$ cat src/rtl/seqcheck.sv
// seqcheck: counts synchronized rising edges over a sliding W-cycle window and pulses hit on each upward crossing of K
module seqcheck #(
    parameter int W = 5,
    parameter int K = 3
) (
    input  logic clk,
    input  logic rst,
    input  logic in_sig,
    output logic hit
);
    localparam int IW = (W <= 2) ? 1 : $clog2(W);
    localparam int SW = (W <= 1) ? 1 : $clog2(W + 1);
    logic          s1, s2, prev, rise, cond_d, cond_next;
    logic [W-1:0]  rb;
    logic [IW-1:0] idx;
    logic [SW-1:0] sum, next_sum;
    // Edge detect and O(1) window update: the slot being overwritten leaves the window as the new rise enters
    always_comb begin
        rise      = s2 & ~prev;
        next_sum  = sum - SW'(rb[idx]) + SW'(rise);
        cond_next = next_sum >= SW'(K);
    end
    // Synchronizer, ring buffer, running sum and crossing detector
    always_ff @(posedge clk) begin
        if (rst) begin
            s1     <= 1'b0;
            s2     <= 1'b0;
            prev   <= 1'b0;
            sum    <= '0;
            idx    <= '0;
            rb     <= '0;
            cond_d <= 1'b0;
            hit    <= 1'b0;
        end else begin
            s1       <= in_sig;
            s2       <= s1;
            prev     <= s2;
            sum      <= next_sum;
            rb[idx]  <= rise;
            idx      <= (idx == IW'(W - 1)) ? '0 : idx + 1'b1;
            hit      <= cond_next & ~cond_d;
            cond_d   <= cond_next;
        end
    end
endmodule

$ cat config.mk
export PLATFORM = sky130hd
export DESIGN_NAME = seqcheck
export DESIGN_NICKNAME = d
export VERILOG_FILES = /design/src/rtl/seqcheck.sv
export SDC_FILE = /design/constraint.sdc
export NUM_CORES = 1
export LEC_CHECK = 0
export BUFFER_PORTS_ARGS = -buffer_cell sky130_fd_sc_hd__buf_2
export CAP_MARGIN = 25
export CORE_AREA = 2 2 46 48
export DETAILED_ROUTE_END_ITERATION = 12
export DIE_AREA = 0 0 48 50
export GPL_TIMING_DRIVEN = 0
export PLACE_DENSITY = 0.56
export RECOVER_POWER = 100
export SYNTH_ARGS = -nofsm -noshare
export SYNTH_HDL_FRONTEND = slang
export SYNTH_SLANG_ARGS = --single-unit
$ cat constraint.sdc
create_clock -name clk -period 6.7 [get_ports clk]
set_input_delay 0.67 -clock clk [delete_from_list [all_inputs] [get_ports clk]]
set_output_delay 0.67 -clock clk [all_outputs]
set_load 0.01 [all_outputs]
==> metrics.txt, run 1 <==
fin nets=83; slowest stage cell, crit path=fa_1; PD cells=between 200 and 300 nW/um^2; Sink Count=16; Min Hold Slack=0.3973 ns; Clock Power Share=a little under a third; Synth Warn #=0; Vias=about 440; fin crit period=2.629 ns; RSZ-0062 raised after global routing=false; worst-path fanout max=8; Initial DRC Count=0; TritonCTS clock tree=yes; IO buf count=3; # IOs=4; Slew HR=between 70% and 80%; die width=48 um; Post-CTS Resized=0; grt ovf=0; Fillers=197; CP Class=reg2reg; share of post-route cells with drive strength above 1=13.51%; CP max stage delay=0.36 ns; Crit. End Element=flop; drt wl/cell=9.505 um; sequential area share after synthesis=45.15%; status=complete, no violations; Post-Syn Instances=67; CTS Buffer Depth=2; vias per std cell=4.337; DIE AREA=2400 um^2; Routed Antenna Nets=0; Sw Share=between 20 and 25%; Flop pwr share=52.8%; post-DP HPWL=683.7 um; htree depth=1; fmax=0.3804 GHz; initial antenna violation count=0; total track usage=10.97%; Clock transition at path regs=0.09 ns; Cell Area, Synth=709.4 um^2; Die Y=50 um; Placer Congestion=0.6750; Worst-Margin Slew=0.4266 ns; global-route wire length before repair=1.800 mm; pin count of the biggest net entering global routing=11; most frequent cells in the layout=dfxtp_1, nor2_1, mux2i_1; Pre-Repair DR Iteration Count=1; Slew Limit Fails=0; Hold Violations, Final=0; combinational power share=15.3%; Post-Route WL=960 um; reg-to-reg slack, setup=4.07 ns; Worst VDD drop=approximately 0.14 mV; post-layout util=41.45%; post-synth cell types=18; core area=1902 um^2; period utilization=39.24%; syn_area_per_cell=around 11 um^2; CTS buffer count=3; DRC Markers=0; Max Cap Viol=0; Finish-stage setup viols=0; commonest non-fill, non-tap cell in the layout=dfxtp_1; FP Rows=16; HP Class=reg2reg; placed cells=97; crit path cell chain=clkbuf_1 > mux2i_1 > nor3_1 > a211o_1 > ha_1 > inv_1 > ha_1 > inv_1 > fa_1 > xor3_1 > a21oi_1 > nor3_1; clock latency on the worst-skew pair=0.29 ns; postcts setup bufs=0; vias in the first global route=approximately 460; clk root buf=clkbuf_4; Leakage=0.3433 nW; Seq cells post-synth=16; CP Launch Type=flop; WP data required=6.87 ns; CTS Hold Bufs=0; Post-Route Setup TNS=0 ns; Crit path arrival time=2.80 ns; Non-Filler Instances=101; synthesis-to-finish area growth=11.11%; Net Sw Power=around 0.05 mW; total internal power=0.1517 mW; Initial Util=37.30%; ant diodes=0; clk_skew=roughly 0.005 ns; syn_nets=75
## cell families after synthesis
logic type               after synthesis  synth area share [%]
AND/OR/NAND/NOR                       25                 21.34
multiplexers                           8                 11.29
flip-flops                            16                 45.15
adder cells (fa/ha/maj)                5                 9.877
XOR/XNOR                               1                 3.351
AO/OA/AOI/OAI                          3                 2.646
buffers and inverters                  9                 6.349
## registers in the layout, summed over array words and instances (netlist names)
signal	flops
cond_d	1
hit	1
idx	3
prev	1
rb	5
s1	1
s2	1
sum	3
## layout make-up
| cell class | instances | area, um^2 | share of cell area (%) |
|---|---|---|---|
| sequential | 16 | 320.3 | 40.63 |
| tap | 27 | 33.78 | 4.286 |
| clock buffer | 4 | 36.28 | 4.603 |
| timing repair buffer | 3 | 12.51 | 1.587 |
| buffer | 3 | 18.77 | 2.381 |
| multi-input combinational | 42 | 344.1 | 43.65 |
| inverter | 6 | 22.52 | 2.857 |
## power groups by stage
stage | clock network (mW) | registers [mW] | logic (mW)
floorplan | 0 | 0.109 | 0.0256
global placement | 0 | 0.109 | 0.0322
detailed placement | 0 | 0.109 | 0.0323
CTS | 0.0675 | 0.106 | 0.0324
global route | 0.0709 | 0.107 | 0.0353
finish | 0.0642 | 0.106 | 0.0307
## final timing paths
| path | endpoint | cells past startpoint | start |
|---|---|---|---|
| hold / removal | hit | 1 | cond_d |
| hold reg to reg | hit | 1 | cond_d |
| setup / recovery | hit | 12 | idx[1] |
| setup reg to reg | hit | 12 | idx[1] |
## cells in the mapped netlist
cell type	number	area share (%)
dfxtp_1	16	45
buf_6	1	1.6
buf_4	1	1.1
clkbuf_1	1	0.53
nor2b_1	5	4.4
nand3b_1	1	1.1
and2_1	2	1.8
nor3_1	4	2.8
xor3_1	1	3.4
nor3b_2	3	5.3
and2b_2	1	1.2
nor2_1	9	4.8
ha_1	4	7.1
fa_1	1	2.8
a21oi_1	2	1.4
mux2i_1	8	11
a211o_1	1	1.2
inv_1	6	3.2
## stage by stage
stage | worst slack (ns) | cell area (um^2) | total power [mW]
after detailed placement | 4.264 | 758.2 | 0.1410
after CTS | 4.240 | 794.5 | 0.2064
final | 4.071 | 788.3 | 0.2013
after global placement | 4.269 | 758.2 | 0.1408
after global routing | 3.860 | 788.3 | 0.2136
after floorplan | 4.425 | 709.4 | 0.1344
## per-layer routing
layer	routed length, um	share of wire [%]	vias up	global-route usage, %
met5	0	0	-	0
met4	43	4.5	0	9.459
met3	23	2.4	5	2.198
met2	390	41	5	15.78
met1	502	52	197	13.12
li1	-	-	231	-
## critical path, delay by kind of cell (launching register included)
kind,cells,cell delay [ns]
AO/OA/AOI/OAI,2,0.41
XOR/XNOR,1,0.20
adder cells (fa/ha/maj),3,0.76
AND/OR/NAND/NOR,2,0.12
flip-flops,1,0.34
buffers and inverters,3,0.42
multiplexers,1,0.25
Power figures use the tool's default switching activity.
==> inputs of run 2 (changes only) <==
- PLACE_DENSITY: 0.56 -> 0.58
- clock period: 6.7 -> 2.26 ns (I/O delays scaled with it)
==> run 2 against run 1 <==
  * The run now ends with setup timing left
  * Cell count rose by 3.0%
  * Global-route usage rose by 1.6 points
  * Clock skew fell by 0.0045 ns
  * Wire length rose by 17%
  * Power rose to 3.1 times the previous value
  * Count of clock-buffer cells in the layout did not move
  * Largest power group unchanged
==> metrics.txt, run 2 (synthesized netlist as in run 1, its figures left out) <==
DIE AREA=2400 um^2 (unchanged); FP Rows=16 (unchanged); post-DP HPWL=724.3 um (+5.9%); final setup margin=-0.04862 ns (-4.120 ns); drt wl/cell=10.77 um (+13%); Vias=451 (+3.0%); global-route wire length before repair=2.063 mm (+15%); Max Cap Viol=0 (unchanged); fin nets=86 (+3.6%); CTS buffer count=3 (unchanged); CP Class=reg2reg; clk root buf=clkbuf_4; Clock transition at path regs=0.09 ns (about the same); worst-path fanout max=6 (-2); commonest non-fill, non-tap cell in the layout=dfxtp_1; Hold Violations, Final=0 (unchanged); CTS Hold Bufs=0 (unchanged); Fillers=195 (-1.0%); crit path cell chain=mux2i_1 > nor3_1 > a211o_1 > ha_1 > inv_1 > ha_2 > inv_2 > fa_2 > inv_2 > a21oi_2 > nor3_1; Finish-stage setup viols=2 (+2); Biggest register=rb; Initial Util=37.30% (unchanged); Worst VDD drop=0.4266 mV (+210%); Die Y=50 um (unchanged); pin count of the biggest net entering global routing=11 (unchanged); period utilization=102.2% (+63 points); WP data required=2.43 ns (-4.44 ns); Pre-Repair DR Iteration Count=2 (+1); CP Launch Type=flop; Sink Count=16 (unchanged); fin crit period=2.309 ns (-0.3203 ns); Seq. cell area=326.6 um^2 (+2.0%); htree depth=1 (unchanged); core area=1902 um^2 (unchanged); max reg flops=5 (unchanged); # IOs=4 (unchanged); CTS Buffer Depth=2 (unchanged); Crit. End Element=flop; vias in the first global route=485 (+5.9%); Min Hold Slack=0.1548 ns (-0.2424 ns); PnR Total Power=0.6148 mW (+210%); status=complete, but fails checks; Post-Route WL=1.120 mm (+17%); HP Class=in2reg; Slew Limit Fails=0 (unchanged); TritonCTS clock tree=yes; clk_skew=0.0004633 ns (-0.004453 ns); failing checks=setup timing; DRC Markers=0 (unchanged); vias per std cell=4.337 (about the same); Worst-Margin Slew=0.4542 ns (+0.02757 ns); post-layout util=43.49% (+2.0 points); Crit path arrival time=2.47 ns (-0.33 ns); synthesis-to-finish area growth=16.58%; Placer Congestion=0.6666 (-1.2%); die width=48 um (unchanged); total track usage=12.54% (+1.6 points); IO buf count=3 (unchanged); Routed Antenna Nets=0 (unchanged); Initial DRC Count=3 (+3); fmax=0.4332 GHz (+14%); footprint of the multi-input gates=352.8 um^2 (+2.5%); slowest stage cell, crit path=fa_2; Slew HR=69.72% (-1.8 points); share of post-route cells with drive strength above 1=29.87% (+16 points); Top Registers=rb (5), idx (3), sum (3); most frequent cells in the layout=dfxtp_1, nor2_1, mux2i_1; initial antenna violation count=0 (unchanged); grt ovf=0 (unchanged); clock latency on the worst-skew pair=0.28 ns (about the same); CP max stage delay=0.54 ns (+0.18 ns); RSZ-0062 raised after global routing=true; Leakage=0.3615 nW (+5.3%); ant diodes=0 (unchanged); PD cells=743.3 nW/um^2 (+190%)
[run 2: metal layers]
metal  share of wire [%]  vias up  global-route usage [%]
met2                  48        2                   17.11
met3                 1.4        2                   2.198
met4                 1.7        0                   9.459
met1                  49      208                   16.86
li1                    -      239                       -
met5                   0        -                       0
[run 2: power by group]
| part | internal [mW] | switching (mW) |
|---|---|---|
| Clock | 0.0981 | 0.0917 |
| Sequential | 0.305 | 0.0147 |
| Combinational | 0.0580 | 0.0473 |
[run 2: per-stage QoR]
stage               setup WS, ns  area [um^2]  cells  setup TNS (ns)
floorplan               0.005382        713.2     67               0
detailed placement       -0.1487        762.0     97         -0.3623
finish                  -0.04862        827.0    104        -0.08516
global placement         -0.1247        762.0     97         -0.2890
global route             -0.2136        827.0    104         -0.4858
CTS                     -0.09253        842.1    106         -0.1894
[run 2: cell type report]
type                    count  share of cell area [%]
plain buffers               1                  0.4539
flip-flops and latches     16                   39.49
well taps                  27                   4.085
multi-input cells          42                   42.66
repair buffers              8                   6.203
inverters                   6                   2.723
clock buffers               4                   4.387
[run 2: worst paths after layout]
kind,slack (ns),endpoint,startpoint,cells past startpoint
worst max-delay path,-0.05,hit,idx[1],11
worst min-delay path,0.15,s1,in_sig,2
worst max register to register,-0.05,hit,idx[1],11
worst min register to register,0.40,hit,cond_d,1
[run 2: critical path: cells and delay by family (launching register included)]
family / cells / cell delay, ns
flops: 1 / 0.39
compound gates: 2 / 0.37
simple gates: 2 / 0.12
fa+ha+maj: 3 / 0.97
buf+inv: 3 / 0.13
mux: 1 / 0.21
[run 2: repair_timing]
item | CTS | global route
setup endpoints to repair | 3 | 4
pin swaps | 0 | 1
buffers inserted | 5 | 0
resized for setup | 3 | 6
==> inputs of run 3 (changes only) <==
- BUFFER_PORTS_ARGS: -buffer_cell sky130_fd_sc_hd__buf_2 -> -buffer_cell sky130_fd_sc_hd__buf_4
- HOLD_SLACK_MARGIN: default -> 0.05
==> run 3 against run 2 <==
  * The flow still finishes with violations (setup timing)
  * Non-clock buffer count rose by 1
  * Register-to-register slack got worse by 0.05 ns
  * Wire length fell by 7.8%
  * Sequential cell count did not move
  * Cell count increased by 0.96%
  * Critical path type unchanged
  * Largest power group unchanged
  * Highest routed layer unchanged
==> metrics.txt, run 3 (synthesized netlist as in run 1, its figures left out) <==
WP data required=2.42 ns (about the same); # IOs=4 (unchanged); Sw Share=24.59% (-0.41 points); clock latency on the worst-skew pair=0.28 ns (about the same); Post-Route Setup TNS=-0.1884 ns (-0.1033 ns); vias in the first global route=442 (-8.9%); DIE AREA=2400 um^2 (unchanged); total internal power=0.4627 mW (+0.35%); Non-Filler Instances=105 (+0.96%); Post-Route WL=1.033 mm (-7.8%); Slew Limit Fails=0 (unchanged); Vias=465 (+3.1%); Slew HR=70.33% (+0.61 points); Sink Count=16 (unchanged); Crit. End Element=flop; RSZ-0062 raised after global routing=true; clk_skew=0.004890 ns (+0.004427 ns); Clock Power Share=30.5% (-0.4 points); commonest non-fill, non-tap cell in the layout=dfxtp_1; TritonCTS clock tree=yes; Clock transition at path regs=0.09 ns (about the same); vias per std cell=4.429 (+2.1%); fin crit period=2.355 ns (+0.04684 ns); clk root buf=clkbuf_4; htree depth=1 (unchanged); Reg-to-Reg Start=idx[1]; max reg flops=5 (unchanged); most frequent cells in the layout=dfxtp_1, nor2_1, mux2i_1; CTS Buffer Depth=2 (unchanged); Crit path arrival time=2.52 ns (+0.05 ns); die width=48 um (unchanged); final setup margin=-0.09546 ns (-0.04684 ns); Worst-Margin Slew=0.4451 ns (-0.009108 ns); CTS buffer count=3 (unchanged); fin nets=87 (+1.2%); crit path from=idx[1]; Hold Violations, Final=0 (unchanged); Flop pwr share=52.3% (+0.3 points); combinational power share=17.3% (+0.2 points); Pre-Repair DR Iteration Count=4 (+2); synthesis-to-finish area growth=18.52%; CP Class=reg2reg; Die Y=50 um (unchanged); Initial Util=37.30% (unchanged); Finish-stage setup viols=2 (unchanged); fmax=0.4245 GHz (-2.0%); Worst VDD drop=0.3952 mV (-7.4%); status=complete, but fails checks; post-place instance area=769.5 um^2 (+0.99%); DRC Markers=0 (unchanged); period utilization=104.2% (+2.1 points); design area=840.8 um^2 (+1.7%); Net Sw Power=0.1509 mW (-1.8%); Initial DRC Count=6 (+3); core area=1902 um^2 (unchanged); post-DP HPWL=741.2 um (+2.3%); hold_sp=rst; Min Hold Slack=0.1399 ns (-0.01496 ns); Placer Congestion=0.6866 (+3.0%); Leakage=0.3608 nW (-0.18%); Routed Antenna Nets=0 (unchanged); worst-path fanout max=7 (+1); pin count of the biggest net entering global routing=11 (unchanged); CP Launch Type=flop; IO buf count=3 (unchanged); total track usage=10.92% (-1.6 points); Biggest register=rb; initial antenna violation count=0 (unchanged); FP Rows=16 (unchanged); post-layout util=44.21% (+0.72 points); PD cells=729.8 nW/um^2 (-1.8%); HP Class=in2reg; Top Registers=rb (5), idx (3), sum (3); Max Cap Viol=0 (unchanged); ant diodes=0 (unchanged); global-route wire length before repair=1.835 mm (-11%); share of post-route cells with drive strength above 1=28.21% (-1.7 points); failing checks=setup timing; grt ovf=0 (unchanged); placed cells=97 (unchanged); drt wl/cell=9.838 um (-8.6%)
[run 3: cell types whose count changed in the layout (fill, tap and decap cells not counted), sizes merged]
| cell | before | now |
|---|---|---|
| clkbuf | 6 | 7 |
[run 3: worst paths after layout]
kind	to	slack (ns)	depth (start not counted)
worst max register to register	hit	-0.1	11
worst min-delay path	prev	0.14	2
worst min register to register	hit	0.39	1
worst max-delay path	hit	-0.1	11
[run 3: stage by stage]
step / power (mW) / setup WS, ns
detailed placement: 0.4261 / -0.1525
global placement: 0.4237 / -0.1269
CTS: 0.6292 / -0.1111
finish: 0.6136 / -0.09546
global route: 0.6510 / -0.1960
floorplan: 0.4023 / 0.005382
[run 3: cell type report]
cell class / count / area (um^2)
timing repair buffer: 8 / 52.55
multi-input combinational: 42 / 354.1
clock buffer: 4 / 36.28
tap: 27 / 33.78
buffer: 2 / 15.01
sequential: 16 / 326.6
fill: 188 / 1061
inverter: 6 / 22.52
[run 3: repair_timing]
action | CTS | global route
gates resized for setup | 4 | 6
hold buffers | 0 | 0
buffers inserted | 5 | 0
cloned | 0 | 0
setup endpoints to repair | 3 | 4
pin swaps | 0 | 2
[run 3: power by group through the flow]
stage	clock [mW]	sequential (mW)	combinational [mW]
finish	0.187	0.321	0.106
global route	0.209	0.324	0.118
CTS	0.196	0.317	0.116
detailed placement	0	0.323	0.103
global placement	0	0.322	0.102
floorplan	0	0.322	0.0799
[run 3: critical path, cell delays in order, from the launching register on]
cell	delay (ns)
dfxtp_4	0.39
mux2i_1	0.19
nor3_1	0.06
a211o_1	0.27
ha_1	0.27
inv_1	0.06
ha_2	0.17
inv_2	0.04
fa_2	0.53
inv_2	0.04
a21oi_2	0.16
nor3_1	0.06
[run 3: layer usage]
metal | GRT usage [%] | part of all wire, % | wire (um) | vias up
li1 | - | - | - | 238
met2 | 15.78 | 48 | 500 | 2
met5 | 0 | 0 | 0 | -
met4 | 5.405 | 0.97 | 10 | 0
met1 | 14.35 | 49 | 502 | 223
met3 | 3.297 | 2.0 | 21 | 2
